**config.mk**
```make
export PLATFORM = sky130hd
export DESIGN_NAME = data_memory_sized
export DESIGN_NICKNAME = d
export VERILOG_FILES = /design/src/rtl/data_memory_sized.sv
export SDC_FILE = /design/constraint.sdc
export NUM_CORES = 2
export LEC_CHECK = 0
export CAP_MARGIN = 30
export CORE_UTILIZATION = 48
export DETAILED_ROUTE_END_ITERATION = 8
export DONT_BUFFER_PORTS = 1
export PLACE_DENSITY = 0.65
export SLEW_MARGIN = 20
export SYNTH_ARGS = -nofsm -noshare
export SYNTH_HDL_FRONTEND = slang
export SYNTH_SLANG_ARGS = --single-unit
```
**constraint.sdc**
```tcl
create_clock -name clk -period 3.05 [get_ports clk]
set_input_delay 0.61 -clock clk [delete_from_list [all_inputs] [get_ports clk]]
set_output_delay 0.61 -clock clk [all_outputs]
set_load 0.005 [all_outputs]
```
**src/rtl/data_memory_sized.sv**
```systemverilog
// data_memory_sized: byte-addressed 64-bit-word data memory for the MEM stage.
// Accepts one request per cycle and answers the following cycle.
// Requests cover byte/half/word/double loads and stores. Loads are
// sign- or zero-extended. Misaligned and out-of-range requests are
// flagged with err. Good loads and good stores are tallied in
// saturating counters.
// Optional build macro DMEM_INIT_EN: preloads words 0..5 with
// 0, 10, 20, 30, 40, -10 and all remaining words with 0 (simulation only).
module data_memory_sized #(
  parameter int unsigned DEPTH  = 32,
  parameter int unsigned ADDR_W = 8,
  parameter int unsigned CNT_W  = 16
) (
  input  logic              clk,
  input  logic              rst_n,
  input  logic              req_i,
  input  logic              we_i,
  input  logic [ADDR_W-1:0] addr_i,
  input  logic [1:0]        size_i,
  input  logic              uns_i,
  input  logic [63:0]       din_i,
  output logic              rsp_valid_o,
  output logic [63:0]       rdata_o,
  output logic              err_o,
  output logic [CNT_W-1:0]  ld_cnt_o,
  output logic [CNT_W-1:0]  st_cnt_o
);

  localparam int unsigned    IDX_W = $clog2(DEPTH);
  // The first byte address past the end of the array.
  localparam logic [ADDR_W:0] LIMIT = (ADDR_W+1)'(DEPTH * 8);

  localparam logic [1:0] SZ_BYTE   = 2'b00;
  localparam logic [1:0] SZ_HALF   = 2'b01;
  localparam logic [1:0] SZ_WORD   = 2'b10;
  localparam logic [1:0] SZ_DOUBLE = 2'b11;

  // Byte-lane enables for an access of the given size, starting at lane 0.
  function automatic logic [7:0] size_mask(input logic [1:0] size);
    logic [7:0] m;
    case (size)
      SZ_BYTE:   m = 8'h01;
      SZ_HALF:   m = 8'h03;
      SZ_WORD:   m = 8'h0F;
      SZ_DOUBLE: m = 8'hFF;
      default:   m = 8'h00;
    endcase
    return m;
  endfunction

  // An access is misaligned when the lane bits below its natural size are non-zero.
  function automatic logic is_misaligned(input logic [1:0] size, input logic [2:0] lane);
    logic bad;
    case (size)
      SZ_BYTE:   bad = 1'b0;
      SZ_HALF:   bad = lane[0];
      SZ_WORD:   bad = (lane[1:0] != 2'b00);
      SZ_DOUBLE: bad = (lane != 3'b000);
      default:   bad = 1'b0;
    endcase
    return bad;
  endfunction

  // Keep only the low bytes of store data that the size actually writes.
  function automatic logic [63:0] store_bytes(input logic [63:0] din, input logic [1:0] size);
    logic [63:0] d;
    case (size)
      SZ_BYTE:   d = {56'h0, din[7:0]};
      SZ_HALF:   d = {48'h0, din[15:0]};
      SZ_WORD:   d = {32'h0, din[31:0]};
      SZ_DOUBLE: d = din;
      default:   d = 64'h0;
    endcase
    return d;
  endfunction

  // Sign- or zero-extend right-aligned load data; doubles pass through untouched.
  function automatic logic [63:0] extend_load(input logic [63:0] raw, input logic [1:0] size,
                                              input logic uns);
    logic [63:0] r;
    case (size)
      SZ_BYTE:   r = {{56{~uns & raw[7]}},  raw[7:0]};
      SZ_HALF:   r = {{48{~uns & raw[15]}}, raw[15:0]};
      SZ_WORD:   r = {{32{~uns & raw[31]}}, raw[31:0]};
      SZ_DOUBLE: r = raw;
      default:   r = 64'h0;
    endcase
    return r;
  endfunction

  // Counter increment that sticks at all-ones instead of wrapping.
  function automatic logic [CNT_W-1:0] sat_inc(input logic [CNT_W-1:0] c);
    logic [CNT_W-1:0] n;
    if (c == {CNT_W{1'b1}}) begin
      n = c;
    end else begin
      n = c + CNT_W'(1);
    end
    return n;
  endfunction

  // Storage: contents are deliberately not reset.
  logic [63:0] mem_q [DEPTH];

  // Response and counter state.
  logic             rsp_valid_q, rsp_valid_d;
  logic [63:0]      rdata_q,     rdata_d;
  logic             err_q,       err_d;
  logic [CNT_W-1:0] ld_cnt_q,    ld_cnt_d;
  logic [CNT_W-1:0] st_cnt_q,    st_cnt_d;

  // Request decode.
  logic [2:0]       lane_s;
  logic [IDX_W-1:0] idx_s;
  logic             oor_s;
  logic             mis_s;
  logic             bad_s;
  logic             good_ld_s;
  logic             good_st_s;
  logic [7:0]       wmask_s;
  logic [63:0]      wdata_s;
  logic [63:0]      rword_s;
  logic [63:0]      rshift_s;
  logic [63:0]      ldata_s;

  assign lane_s    = addr_i[2:0];
  assign idx_s     = addr_i[IDX_W+2:3];
  assign oor_s     = ({1'b0, addr_i} >= LIMIT);
  assign mis_s     = is_misaligned(size_i, lane_s);
  assign bad_s     = oor_s | mis_s;
  assign good_ld_s = req_i & ~we_i & ~bad_s;
  assign good_st_s = req_i &  we_i & ~bad_s;

  // Aligned accesses never cross a word, so shifting by the lane cannot spill.
  assign wmask_s  = size_mask(size_i) << lane_s;
  assign wdata_s  = store_bytes(din_i, size_i) << {lane_s, 3'b000};

  // Read path: pick the word, bring the addressed lane to bit 0, then extend.
  assign rword_s  = mem_q[idx_s];
  assign rshift_s = rword_s >> {lane_s, 3'b000};
  assign ldata_s  = extend_load(rshift_s, size_i, uns_i);

  // Next-state for the response registers and access counters.
  always_comb begin
    rsp_valid_d = req_i;
    err_d       = req_i & bad_s;
    rdata_d     = 64'h0;
    ld_cnt_d    = ld_cnt_q;
    st_cnt_d    = st_cnt_q;
    if (good_ld_s) begin
      rdata_d  = ldata_s;
      ld_cnt_d = sat_inc(ld_cnt_q);
    end else begin
      rdata_d  = 64'h0;
    end
    if (good_st_s) begin
      st_cnt_d = sat_inc(st_cnt_q);
    end else begin
      st_cnt_d = st_cnt_q;
    end
  end

  // Response and counter registers; cleared immediately when rst_n falls.
  always_ff @(posedge clk or negedge rst_n) begin
    if (!rst_n) begin
      rsp_valid_q <= 1'b0;
      rdata_q     <= 64'h0;
      err_q       <= 1'b0;
      ld_cnt_q    <= {CNT_W{1'b0}};
      st_cnt_q    <= {CNT_W{1'b0}};
    end else begin
      rsp_valid_q <= rsp_valid_d;
      rdata_q     <= rdata_d;
      err_q       <= err_d;
      ld_cnt_q    <= ld_cnt_d;
      st_cnt_q    <= st_cnt_d;
    end
  end

  // Byte-lane store commit; a store seen while in reset is dropped, the array keeps its data.
  always_ff @(posedge clk or negedge rst_n) begin
    if (!rst_n) begin
      // Nothing to clear: the array holds its contents across reset.
    end else if (good_st_s) begin
      for (int b = 0; b < 8; b++) begin
        if (wmask_s[b]) begin
          mem_q[idx_s][b*8 +: 8] <= wdata_s[b*8 +: 8];
        end
      end
    end
  end

`ifdef DMEM_INIT_EN
  // Value preloaded into word i for simulation.
  function automatic logic [63:0] init_word(input int i);
    logic [63:0] w;
    case (i)
      1:       w = 64'd10;
      2:       w = 64'd20;
      3:       w = 64'd30;
      4:       w = 64'd40;
      5:       w = 64'hFFFF_FFFF_FFFF_FFF6;
      default: w = 64'd0;
    endcase
    return w;
  endfunction

  // Time-zero preload of the array.
  initial begin
    for (int i = 0; i < int'(DEPTH); i++) begin
      mem_q[IDX_W'(i)] = init_word(i);
    end
  end
`else
  // No preload: array contents are undefined until written.
`endif

  assign rsp_valid_o = rsp_valid_q;
  assign rdata_o     = rdata_q;
  assign err_o       = err_q;
  assign ld_cnt_o    = ld_cnt_q;
  assign st_cnt_o    = st_cnt_q;

endmodule

```
Word-level counts from Yosys, hierarchy flattened
Memory sizes are Yosys's and may differ from the RTL's.
Index checks and enable logic that the tools add are counted.
{"block": "totals", "regBits": 98, "ramBits": 2048, "elab_cells": 71, "n_memories": 1}
{"block": "classes", "addsub": 2, "eq_ne": 5, "shifts": 3, "mux": 29, "bitwise_logic": 13, "n_reduce_logical": 13}
{"memory": "mem_q", "depth": 32, "word_bits": 64, "read_ports": 1, "rd_ports_with_merged_regs": 0, "wr": 1, "line": "103", "source": "logic [63:0] mem_q [DEPTH];"}
{"operator": "case mux 64 bit (4 select lines)", "count": 2}
{"operator": "two-way mux 64 bit", "count": 1}
{"operator": "left shift 64 x 6 -> 64 bit", "count": 1}
{"operator": "right shift 64 x 6 -> 64 bit", "count": 1}
{"operator": "adder 16 x 1 -> 16 bit, second input constant", "count": 2}
{"operator": "== test 16 bit, second input constant", "count": 2}
{"operator": "case mux 8 bit (4 select lines)", "count": 1}
{"operator": "two-way mux 1 bit", "count": 24}
{"operator": "bitwise AND 1 bit", "count": 8}
{"operator": "logical AND 1 bit", "count": 8}
{"operator": "left shift 8 x 3 -> 8 bit", "count": 1}
{"operator": "inverter 1 bit", "count": 5}
{"operator": "== test 2 bit, second input constant", "count": 2}
{"operator": "case mux 1 bit (4 select lines)", "count": 1}
{"operator": "AND reduction 2 bit", "count": 2}
{"operator": "nonzero test 3 bit", "count": 1}
{"operator": "== test 2 x 1 -> 1 bit, second input constant", "count": 1}
{"operator": "logical NOT 2 bit", "count": 1}
{"operator": "nonzero test 2 bit", "count": 1}

Longest topological paths before layout
{"block": "logic_depth", "word_depth": 7, "depth_mapped": 16}

Worst setup path after synthesis
Ideal clock, no wire load.
{"block": "synth_path", "path_kind": "input to register", "from": "input port addr_i[1]", "to": "memory mem_q[0][32] (data pin)", "setup_time_ps": 454, "arrival_time_ps": 3646, "path_slack_ps": -1050, "path_stages": 8, "n_path_buf": 5, "path_cell_list": "clkbuf_1 clkinv_1 clkbuf_1 buf_1 buf_1 clkbuf_1 a21oi_1 o21ai_0"}
{"block": "synth_between", "elab_chain_len": 1}
{"element": "start, declared", "line": "18", "source": "input logic [ADDR_W-1:0] addr_i,"}
{"element": "left shift 64 x 6 -> 64 bit", "line": "136", "source": "assign wdata_s = store_bytes(din_i, size_i) << {lane_s, 3'b000};"}
{"element": "net wdata_s[32]", "line": "121", "source": "logic [63:0] wdata_s;"}
{"element": "end, declared", "line": "103"}
The timed path passes the listed nets, and every way through them passes these cells.

Final worst setup path
{"block": "layout_path", "from": "input port addr_i[4]", "to": "register rdata_q[60] (netlist: rdata_o[60])"}
{"block": "layout_between", "elab_chain_len": 5}
{"element": "memory read (32 x 64 bit) (*)"}
{"element": "right shift 64 x 6 -> 64 bit (*)", "line": "140", "source": "assign rshift_s = rword_s >> {lane_s, 3'b000};"}
{"element": "bitwise AND 1 bit (on tied branches)", "line": "84, 82, 83"}
{"element": "case mux 64 bit (4 select lines) (*)", "line": "81", "source": "case (size)"}
{"element": "two-way mux 64 bit (*)", "line": "150", "source": "if (good_ld_s) begin"}
{"element": "net rdata_d[60]", "line": "107", "source": "logic [63:0] rdata_q, rdata_d;"}
{"element": "end signal, assigned", "line": "173", "source": "rdata_q <= rdata_d;"}
{"element": "end, declared", "line": "107"}
The timed path passes the listed nets; every way through them passes the cells marked *. The select of a mux whose other input is x is not followed.
A chain may end at the register's enable or synchronous reset.

==> metrics.md <==
| Metric | Value |
|---|---|
| Status | `finished, final reports clean` |
| Sequential element share of the synthesized area | `74.7%` |
| Number of H-tree levels | `4` |
| Worst path slowest cell | `mux4_2` |
| Pleak | `0.0339 uW` |
| Core Box Area | `177000 sq um` |
| P&R area growth vs syn | `23.3%` |
| Seq cells post-synth | `2146` |
| Compound-Gate Fraction of Synth Area | `5.37%` |
| Design Power | `62600 uW` |
| Die Wd | `roughly 420 um` |
| Initial antenna violation count | `18` |
| Net count after synthesis | `roughly 5.1k` |
| Post-synthesis xor/xnor area fraction | `0.297%` |
| Crit path cell chain | `buf_16 > buf_16 > buf_16 > buf_16 > mux2i_1 > o22ai_1 > nor4_2 > buf_4 > and2_1 > mux4_2 > o41ai_4 > buf_4 > a21oi_4 > buf_12 > a21oi_1` |
| Crit path max fanout | `36` |
| 1st-pass router iterations | `7` |
| Core Rows | `154` |
| P per Cell Area | `593 nW/um^2` |
| Worst slew pin tran | `about 1 ns` |
| Worst Skew | `approximately 0.057 ns` |
| Final Wtd Congestion | `just under 1` |
| Adder-cell share of the synthesized area | `0.0292%` |
| Ys flop type | `edfxtp_1` |
| Worst Path Required | `between 3 and 4 ns` |
| Drt drc | `0` |
| CP Buf/Inv Count | `7` |
| Largest net degree at the start of global routing | `151` |
| All-Layer GR Usage | `~30%` |
| Port Buffers | `0` |
| Slew margin rel. | `32.4%` |
| DP Worst Slack | `-2.94 ns` |
| Critical path class | `in2reg` |
| Post-Synth Simple-Gate Area | `under 10%` |
| Max Fclk | `331 MHz` |
| Cell family with most CP delay | `buffers and inverters` |
| Post-synthesis mux area share | `13.6%` |
| Synthesized cell area | `85600 sq um` |
| Worst setup margin | `0.0329 ns` |
| Hold/Removal Path Class | `in2reg` |
| TritonCTS clock tree | `done` |
| Data arrival, critical path | `3.81 ns` |
| Clk sink count | `2146` |
| Yosys warnings | `0` |
| Maximum vdd drop | `between 500 and 600 uV` |
| Vias per cell | `6.29` |
| Global route overflow | `0` |
| Die area | `around 180000 sq um` |
| Clk buf depth | `3` |
| Fin. max-slew vios | `0` |
| Final Hold Viols | `0` |
| Drt wl/cell | `33.0 um` |
| Critical Path Source Type | `primary input` |
| Reg clk slew, reported paths | `0.06 ns` |
| Routed Antenna Nets | `0` |
| CTS buffer count | `209` |
| Iter 0 DRT Violations | `6702` |
| Routed wire length | `about 270 mm` |
| Max cap viols | `0` |
| Die height | `424 um` |
| Detailed placement HPWL | `178 mm` |
| CP endpoint kind | `flop` |
| Vias in the first global route | `49.7k` |
| Syn_area_per_cell | `around 17 sq um` |
| Layout net count | `5718` |
| Cell count after synthesis | `4994` |
| Share of post-route cells with drive strength above 1 | `around 27%` |
| Setup_tns | `0 ns` |
| Clock root cell | `clkbuf_16` |
| Yosys cell types | `64` |
| Async SR Flop Fraction | `under 10%` |
| First-pass GRT wire length | `between 300 and 400 mm` |
| CP max stage delay | `a little over 0.5 ns` |
| # fillers | `12.8k` |
| Worst skew pair latency | `0.88 ns` |
| I/O pins | `177` |
| CP dominant cell by count | `buf_16` |
| Final core occ | `59.7%` |
| Largest family of logic cells by synthesized area | `multiplexers` |
| Routed via count | `about 51k` |
| Fin crit share | `98.9%` |
| Initial Util | `between 40% and 50%` |
| EDFF count, synth | `slightly above 2k` |
| Endpoints failing setup | `0` |
| Minimum clock period | `3.02 ns` |
==> kinds of logic after synthesis <==
logic type	after synthesis
XOR/XNOR	29
flip-flops	2146
adder cells (fa/ha/maj)	2
AO/OA/AOI/OAI	711
AND/OR/NAND/NOR	790
buffers and inverters	322
multiplexers	994
==> flip-flops by register name, summed over array words and instances (netlist names) <==
register     cells
ld_cnt_o        16
mem_q         2048
rsp_valid_o      1
st_cnt_o        16
err_o            1
rdata_o         64
==> tightest hold or removal path: stages <==
cell    delay, ns
nor2_1       0.03
buf_4        0.14
o21a_1       0.10
==> cells in the mapped netlist, drive strengths merged (10+ instances only) <==
cell type	instances	share of area [%]
clkbuf	161	0.71
nor4	91	0.66
mux2	38	0.50
nor3	17	0.099
a22oi	58	0.51
nor2	401	1.8
o211ai	10	0.088
a221oi	16	0.16
nand3	31	0.18
dfrtp	98	2.9
xnor2	22	0.22
o21ai	32	0.19
buf	152	1.1
and3	30	0.22
edfxtp	2048	72
mux2i	822	9.6
a21oi	135	0.88
nand4	19	0.14
or3	10	0.073
mux4	134	3.5
nand2	150	0.66
o22ai	396	2.9
==> power breakdown <==
group | total, uW | switching (uW) | internal, uW
Combinational | 4600 | 2840 | 1760
Clock | 25300 | 11200 | 14100
Sequential | 32600 | 148 | 32500
Total | 62600 | 14200 | 48400
==> final timing paths <==
path | startpoint | end | slack (ns) | depth (start not counted)
max | addr_i[4] | rdata_o[60] | 0.03 | 15
min | we_i | rdata_o[5] | 0.04 | 3
max reg2reg | mem_q[14][28] | rdata_o[12] | 0.17 | 9
min reg2reg | st_cnt_o[6] | st_cnt_o[6] | 0.52 | 1
max in group asynchronous | rst_n | rdata_o[15] | 2.32 | 2
min in group asynchronous | rst_n | rdata_o[59] | 0.34 | 2
==> area by class of cell <==
class,count,area [sq um],share of cell area [%]
well taps,2340,2930,2.77
inverters,9,35.0,0.0332
clock inverters,129,1280,1.21
clock buffers,261,5450,5.16
repair buffers,745,9840,9.32
diodes,19,47.5,0.0450
flip-flops and latches,2146,64000,60.6
multi-input cells,2526,22000,20.9
==> metal layers <==
| metal | global-route usage [%] | routed length, um | up-vias |
|---|---|---|---|
| met1 | 41.3 | 106000 | 26600 |
| met3 | 6.25 | 28100 | 512 |
| met2 | 45.9 | 124000 | 2921 |
| met4 | 11.9 | 11400 | 6 |
| met5 | 0 | 41 | - |
| li1 | - | - | 21400 |
==> per-stage QoR <==
stage	instances	area (sq um)	hold WS, ns
2_1_floorplan	4994	87300	0.314
3_3_place_gp	7722	97800	0.316
3_5_place_dp	7732	98000	0.316
4_1_cts	8142	105000	0.00883
5_1_grt	8169	106000	0.0454
6_report	8175	106000	0.0438
==> cell usage in the layout (no fill, tap or decap), types with 14 or more instances in the layout <==
cell type / count
mux4_2: 134
clkbuf_16: 214
nor3_1: 14
bufinv_16: 16
nor2_2: 153
o22ai_1: 388
nand4_1: 19
a221oi_1: 16
clkbuf_1: 51
a21oi_1: 100
buf_4: 418
nand3_1: 30
clkinv_2: 39
o21ai_0: 24
edfxtp_1: 2048
a21oi_2: 26
nand2_1: 130
buf_16: 14
a22oi_1: 58
clkinv_1: 49
mux2_2: 38
and3_1: 30
mux2i_1: 822
diode_2: 19
buf_12: 290
xnor2_1: 22
dfrtp_1: 98
nor2_4: 128
nand2_4: 16
nor4_1: 89
nor2_1: 120
==> timing repair <==
item                                    in CTS  in global routing
endpoints found under the hold margin      126                  0
pin swaps                                    0                  1
setup buffers                                0                  7
hold buffers                                 7                  0
resized for setup                            0                  7
endpoints found under the setup margin      64                 50
gates cloned                                13                  4
(Power assumes the default switching activity.)
